<file path="config.mk">
export PLATFORM = sky130hd
export DESIGN_NAME = seq_serializer
export DESIGN_NICKNAME = d
export VERILOG_FILES = /design/src/rtl/seq_pkg.sv /design/src/rtl/prbs7_gen.sv /design/src/rtl/seq_serializer.sv
export SDC_FILE = /design/constraint.sdc
export NUM_CORES = 1
export LEC_CHECK = 0
export ABC_AREA = 1
export CORE_ASPECT_RATIO = 0.75
export CORE_MARGIN = 2
export CORE_UTILIZATION = 35
export CTS_BUF_LIST = sky130_fd_sc_hd__clkbuf_8 sky130_fd_sc_hd__clkbuf_16
export DETAILED_ROUTE_END_ITERATION = 8
export PLACE_DENSITY_LB_ADDON = 0.25
export RECOVER_POWER = 50
export SLEW_MARGIN = 0
export SYNTH_ARGS = -nofsm -noshare
export SYNTH_HDL_FRONTEND = slang
export SYNTH_SLANG_ARGS = --single-unit
</file>
<file path="constraint.sdc">
create_clock -name clk -period 2.3 [get_ports clk]
set_clock_uncertainty 0.05 [all_clocks]
set_input_delay 0.46 -clock clk [delete_from_list [all_inputs] [get_ports clk]]
set_output_delay 0.46 -clock clk [all_outputs]
set_load 0.03 [all_outputs]
</file>
<file path="src/rtl/seq_pkg.sv">
`default_nettype none
// ----------------------------------------------------------------------------
// seq_pkg - state codes, PRBS7 constants and reference patterns shared by the
//           serial pattern generator and detector blocks.   rev 1.0
// ----------------------------------------------------------------------------
package seq_pkg;

  localparam logic [1:0] ST_IDLE  = 2'd0;
  localparam logic [1:0] ST_SHIFT = 2'd1;
  localparam logic [1:0] ST_GAP   = 2'd2;

  // x^7 + x^6 + 1: feedback taps on bits 6 and 5
  localparam logic [6:0] PRBS7_TAPS = 7'h60;
  localparam logic [6:0] PRBS7_SEED = 7'h7F;

  localparam logic [3:0] PAT_0110 = 4'b0110;
  localparam logic [3:0] PAT_0111 = 4'b0111;

  function automatic logic [6:0] prbs7_next(input logic [6:0] s);
    return {s[5:0], ^(s & PRBS7_TAPS)};
  endfunction

endpackage
`default_nettype wire

</file>
<file path="src/rtl/prbs7_gen.sv">
`default_nettype none
// ----------------------------------------------------------------------------
// prbs7_gen - 7-bit Fibonacci LFSR noise source with enable and seed reload.
//             rev 1.0
// ----------------------------------------------------------------------------
module prbs7_gen
  import seq_pkg::*;
(
  input  logic clk,
  input  logic rst_n,
  input  logic i_en,
  input  logic i_load,
  output logic o_bit
);

  logic [6:0] r_lfsr;

  always_ff @(posedge clk or negedge rst_n) begin
    if (!rst_n) begin
      r_lfsr <= PRBS7_SEED;
    end else if (i_load) begin
      r_lfsr <= PRBS7_SEED;
    end else if (i_en) begin
      r_lfsr <= prbs7_next(r_lfsr);
    end
  end

  assign o_bit = r_lfsr[6];

endmodule
`default_nettype wire

</file>
<file path="src/rtl/seq_serializer.sv">
`default_nettype none
// ----------------------------------------------------------------------------
// seq_serializer - MSB-first word serializer with frame markers and idle gap.
//                  Optional idle noise: SEQ_SERIALIZER_PRBS_IDLE_EN.   rev 1.0
// ----------------------------------------------------------------------------
module seq_serializer
  import seq_pkg::*;
#(
  parameter int WIDTH      = 4,
  parameter int GAP_CYCLES = 1
) (
  input  logic             clk,
  input  logic             reset,
  input  logic [WIDTH-1:0] in_data,
  input  logic             in_valid,
  output logic             in_ready,
  input  logic             flush,
  output logic             out,
  output logic             out_valid,
  output logic             frame_start,
  output logic             frame_end,
  output logic             busy
);

  localparam int CNT_W = $clog2(WIDTH) + 1;
  localparam int GAP_W = (GAP_CYCLES > 1) ? $clog2(GAP_CYCLES) : 1;

  localparam logic [CNT_W-1:0] c_last_bit = CNT_W'(WIDTH - 1);
  localparam logic [GAP_W-1:0] c_gap_load = (GAP_CYCLES > 0) ? GAP_W'(GAP_CYCLES - 1) : '0;
  localparam bit               c_seamless = (GAP_CYCLES == 0);

  logic [1:0]       r_state;
  logic [1:0]       w_state_nxt;
  logic [WIDTH-1:0] r_shift;
  logic [WIDTH-1:0] w_shift_nxt;
  logic [CNT_W-1:0] r_cnt;
  logic [CNT_W-1:0] w_cnt_nxt;
  logic [GAP_W-1:0] r_gap;
  logic [GAP_W-1:0] w_gap_nxt;

  logic r_out;
  logic r_valid;
  logic r_start;
  logic r_end;
  logic r_busy;
  logic w_out_nxt;
  logic w_valid_nxt;
  logic w_start_nxt;
  logic w_end_nxt;
  logic w_busy_nxt;

  logic w_lsb;
  logic w_in_ready;
  logic w_accept;

  // The LSB cycle doubles as an accept slot only when frames run seamlessly.
  assign w_lsb      = (r_state == ST_SHIFT) && (r_cnt == '0);
  assign w_in_ready = !flush && ((r_state == ST_IDLE) || (c_seamless && w_lsb));
  assign w_accept   = in_valid && w_in_ready;

  always_ff @(posedge clk or negedge reset) begin
    if (!reset) begin
      r_state <= ST_IDLE;
      r_shift <= '0;
      r_cnt   <= '0;
      r_gap   <= '0;
      r_out   <= 1'b0;
      r_valid <= 1'b0;
      r_start <= 1'b0;
      r_end   <= 1'b0;
      r_busy  <= 1'b0;
    end else begin
      r_state <= w_state_nxt;
      r_shift <= w_shift_nxt;
      r_cnt   <= w_cnt_nxt;
      r_gap   <= w_gap_nxt;
      r_out   <= w_out_nxt;
      r_valid <= w_valid_nxt;
      r_start <= w_start_nxt;
      r_end   <= w_end_nxt;
      r_busy  <= w_busy_nxt;
    end
  end

  always_comb begin
    w_state_nxt = r_state;
    if (flush) begin
      w_state_nxt = ST_IDLE;
    end else begin
      case (r_state)
        ST_IDLE: begin
          if (w_accept) w_state_nxt = ST_SHIFT;
        end
        ST_SHIFT: begin
          if (r_cnt == '0) begin
            if (w_accept)       w_state_nxt = ST_SHIFT;
            else if (c_seamless) w_state_nxt = ST_IDLE;
            else                w_state_nxt = ST_GAP;
          end
        end
        ST_GAP: begin
          if (r_gap == '0) w_state_nxt = ST_IDLE;
        end
        default: w_state_nxt = ST_IDLE;
      endcase
    end
  end

  // r_shift holds only the bits still to be sent; the MSB leaves on accept.
  always_comb begin
    w_shift_nxt = r_shift;
    w_cnt_nxt   = r_cnt;
    w_gap_nxt   = r_gap;
    w_out_nxt   = 1'b0;
    w_valid_nxt = 1'b0;
    w_start_nxt = 1'b0;
    w_end_nxt   = 1'b0;
    if (flush) begin
      w_shift_nxt = '0;
      w_cnt_nxt   = '0;
      w_gap_nxt   = '0;
    end else if (w_accept) begin
      w_shift_nxt = in_data << 1;
      w_cnt_nxt   = c_last_bit;
      w_out_nxt   = in_data[WIDTH-1];
      w_valid_nxt = 1'b1;
      w_start_nxt = 1'b1;
    end else if ((r_state == ST_SHIFT) && (r_cnt != '0)) begin
      w_shift_nxt = r_shift << 1;
      w_cnt_nxt   = r_cnt - CNT_W'(1);
      w_out_nxt   = r_shift[WIDTH-1];
      w_valid_nxt = 1'b1;
      w_end_nxt   = (r_cnt == CNT_W'(1));
    end else if (w_lsb) begin
      w_gap_nxt = c_gap_load;
    end else if ((r_state == ST_GAP) && (r_gap != '0)) begin
      w_gap_nxt = r_gap - GAP_W'(1);
    end
    w_busy_nxt = (w_state_nxt != ST_IDLE);
  end

  assign in_ready    = w_in_ready;
  assign out_valid   = r_valid;
  assign frame_start = r_start;
  assign frame_end   = r_end;
  assign busy        = r_busy;

`ifdef SEQ_SERIALIZER_PRBS_IDLE_EN
  logic w_prbs_en;
  logic w_prbs_bit;

  assign w_prbs_en = (r_state != ST_SHIFT);

  prbs7_gen u_prbs7_gen (
    .clk    (clk),
    .rst_n  (reset),
    .i_en   (w_prbs_en),
    .i_load (1'b0),
    .o_bit  (w_prbs_bit)
  );

  assign out = r_valid ? r_out : w_prbs_bit;
`else
  assign out = r_out;
`endif

endmodule
`default_nettype wire

</file>
After elaboration in Yosys (flattened, before gate mapping):

Cells that the tools add are included.
W data, S select, Z words.

* input port bits: 8
* logic and storage cells: 57
* register bits: 15

* muxes and demuxes: 28
* eq/ne operators: 5
* $add $sub $neg: 2
* reductions and logical operators: 13

Operators with widths (number)
* $mux W1: 16
* $mux W4: 3
* $mux W2: 5
* $mux W3: 3
* $reduce_bool A3 Y1: 3
* $pmux W2 S3: 1
* $logic_and A1 B1 Y1: 5
* $ne A2 B2 Y1 const B: 2
* $eq A3 B1 Y1 const B: 1
* $logic_not A3 Y1: 1
* $reduce_and A3 Y1: 1
* $sub A3 B1 Y3 const B: 1
* $eq A2 B1 Y1 const B: 1
* $eq A2 B2 Y1 const B: 1
* $logic_not A2 Y1: 1
* $reduce_bool A2 Y1: 1
* $logic_not A1 Y1: 1
* $sub A1 B1 Y1 const B: 1

Longest topological paths before layout:

* word-level depth: 8
* mapped depth: 8
* gate-level depth less buffers: 8

Worst setup path before layout:

No wires, ideal clock.

* path type: input to output
* start point: input port flush
* end point: output port in_ready
* stages on the path: 1
* arrival time: 1.156 ns
* slack: 0.634 ns
* path buffers: 0
* data required time: 1.790 ns
* cell sequence: nor3_1

* cells in the longest elaborated chain, start to end: 2

Ends and longest elaborated chain
* from (decl): line seq_serializer.sv:17 `input logic flush,`
* $logic_not A1 Y1: line seq_serializer.sv:58 `assign w_in_ready = !flush && ((r_state == ST_IDLE) || (c_seamless && w_lsb));`
* $logic_and A1 B1 Y1: line seq_serializer.sv:58
* to (decl): line seq_serializer.sv:16 `output logic in_ready,`

Every way passes these cells.

Worst setup path in the final report:

Ends and elaborated chain as after synthesis.

==> flow_summary.json <==
{
  "postSynthCellCount": 75,
  "syn_avg_cell_area_sq_um": 9.06,
  "drtAntennaViolNets": 0,
  "maxCapViolations": 0,
  "crit_path_cell_trace": "clkdlybuf4s50_1 -> nor3_1 -> buf_4",
  "place_congestion": 0.805,
  "clock_sinks": 14,
  "syn_area_sq_um": 679,
  "drt_first_pass_iters": 4,
  "fin_ws_ns": 0.406,
  "cp-end-kind": "output pin",
  "postCtsSetupRepairBufs": 0,
  "irDropWorstVdd_uv": 392,
  "rows": 13,
  "nFillCells": 180,
  "yosysSeqAreaShare": 0.516,
  "clk_latency_ns": 0.24,
  "synth_top_area_cell": "dfrtp_1",
  "clkTransAtPathRegs_ns": 0.05,
  "worstPathMaxFanout": 5,
  "rsz0062_at_grt": "no",
  "ys_top_cells_by_count": "nand2_1, dfrtp_1, nand3_1",
  "start_kind": "input pin",
  "finalCritPeriodShare": 0.823,
  "place_ws_ns": 0.403,
  "power_density_nw_per_um2": 813,
  "async_reset_ff_frac": 1.00,
  "antenna_found_initial": 0,
  "grt_max_degree": 15,
  "status": "complete, no violations",
  "required_ns": 1.79,
  "synth_most_common_cell": "nand2_1",
  "synthDistinctLibCells": 15,
  "worst_slew_pin_slew_ns": 0.654,
  "synth_area_leaders": "dfrtp_1, nand2_1, nand3_1, ha_1, inv_1",
  "p_leak_nw": 0.452,
  "met2WireLength_microns": 518,
  "slew_headroom": 0.563,
  "vias": 535,
  "crit_path_top_delay_cell": "clkdlybuf4s50_1",
  "cts_tree": "done",
  "cts_root_buffer": "clkbuf_8",
  "cts_hold_buffers": 0,
  "max_stage_delay_ns": 0.52,
  "via_per_inst": 4.73,
  "synth.top_cell.area_share": 0.516,
  "start_util": 0.383,
  "first_iter_violations": 9,
  "wl_per_cell_microns": 11.2,
  "stdcell_count": 113,
  "grt_use_total": 0.140,
  "hpwlAfterDp_microns": 958,
  "synth_edf_count": 0,
  "dr_wl_met3_microns": 104,
  "dp.cells": 110,
  "slew_violations": 0,
  "h-tree-depth": 1,
  "die_h_microns": 42.2,
  "path_delay_family": "buffers and inverters",
  "die_w_microns": 54.9,
  "io_pins": 14,
  "arrival_ns": 1.38,
  "worst-setup-path-type": "input pin to output pin",
  "drc": 0,
  "fin_crit_ns": 1.89,
  "ys_seq_elements": 14,
  "port_buffers": 13,
  "synth_ff_type": "dfrtp_1",
  "grt_pass1_wl_microns": 2180,
  "wl_microns": 1270,
  "nets": 104,
  "hp-class": "flip-flop to flip-flop",
  "top_layer": "met4",
  "hold_viol_final": 0,
  "tns_ns": 0,
  "dieArea_sq_um": 2310,
  "cts_buffers": 3,
  "path_buf_inv": 2,
  "fmax_mhz": 528,
  "antennaDiodeCount": 0,
  "setup_viol": 0,
  "grt_pass1_vias": 509,
  "core_area_sq_um": 1770,
  "overflow": 0,
  "postCtsResizedCells": 0,
  "cts_buffer_depth": 2,
  "syn_to_final_growth_pct": 28.5,
  "syn-num-nets": 86,
  "layout-drive-gt1-share": 0.132,
  "yosys_warnings": 0,
  "wl_met1_microns": 618
}
sequential cells by signal, indices dropped and copies added (netlist names):
signal and cells:
frame_start 1, frame_end 1, r_shift 3, busy 1, r_gap 1, out 1
r_cnt 3, out_valid 1, r_state 2
logic make-up (layout without fill, tap and decap cells):
kind of cell | Yosys count | count (layout) | synth area share
AOI/OAI and AO/OA | 1 | 1 | 0.0239
adders and majority gates | 3 | 3 | 0.0553
buffers and inverters | 11 | 27 | 0.0608
DFF | 14 | 14 | 0.516
and+or+nand+nor | 46 | 46 | 0.344
through the flow:
| step | hold slack [ns] | instance area [sq um] | power [mW] | utilization |
|---|---|---|---|---|
| floorplan | 0.114 | 679 | 0.449 | - |
| global placement | 0.438 | 835 | 0.517 | 0.471 |
| detailed placement | 0.446 | 835 | 0.521 | 0.471 |
| CTS | 0.461 | 876 | 0.723 | 0.494 |
| global route | 0.483 | 873 | 0.760 | 0.493 |
| finish | 0.464 | 873 | 0.710 | 0.493 |
layout by cell type (no fill, tap or decap):
master	synthesis	routed
dlygate4sd3_1	0	1
inv_1	9	9
ha_1	3	3
nand3_1	11	11
buf_4	0	1
nand4_1	4	4
nor3_1	1	1
nor2_1	2	3
nand2_4	1	1
clkdlybuf4s50_1	0	11
nand2_1	22	22
a21oi_4	1	1
clkbuf_8	0	3
nand3_4	1	1
nand2_2	2	2
inv_2	2	2
nor2_4	1	1
dfrtp_1	14	14
cell type report:
cell class / count / area, sq um / area share
Inverter: 11 / 41.3 / 0.0473
Timing Repair Buffer: 13 / 128 / 0.146
Clock buffer: 3 / 41.3 / 0.0473
Sequential cell: 14 / 350 / 0.401
Multi-Input combinational cell: 50 / 285 / 0.327
Tap cell: 22 / 27.5 / 0.0315
final timing paths:
kind / start / slack, ns / endpoint / cells after the start
setup / recovery: flush / 0.41 / in_ready / 3
hold / removal: r_shift[3]$_DFFE_PN0P_ / 0.46 / r_shift[3]$_DFFE_PN0P_ / 2
setup reg to reg: r_cnt[0]$_DFFE_PN0P_ / 0.82 / r_cnt[2]$_DFFE_PN0P_ / 7
hold reg to reg: r_shift[3]$_DFFE_PN0P_ / 0.46 / r_shift[3]$_DFFE_PN0P_ / 2
max in group asynchronous: reset / 1.15 / r_cnt[1]$_DFFE_PN0P_ / 1
min in group asynchronous: reset / 0.64 / out_valid$_DFF_PN0_ / 1
layer usage:
metal / up-vias / global-route usage
li1: 272 / -
met1: 246 / 0.181
met2: 13 / 0.186
met3: 4 / 0.0786
met4: 0 / 0.0600
met5: - / 0
power by group:
| part | total, mW | internal [mW] | switching (mW) | leakage (nW) |
|---|---|---|---|---|
| combinational | 0.213 | 0.0818 | 0.131 | 0.242 |
| sequential | 0.300 | 0.279 | 0.0210 | 0.188 |
| clock | 0.197 | 0.116 | 0.0811 | 0.0216 |
worst register-to-register path, cell delays in order, from the launching register on:
cell,delay (ns)
dfrtp_1,0.39
inv_1,0.06
ha_1,0.19
ha_1,0.22
nor2_4,0.17
inv_1,0.13
nand3_1,0.10
nand2_1,0.06
No activity file was read; power rests on OpenSTA's default activity.
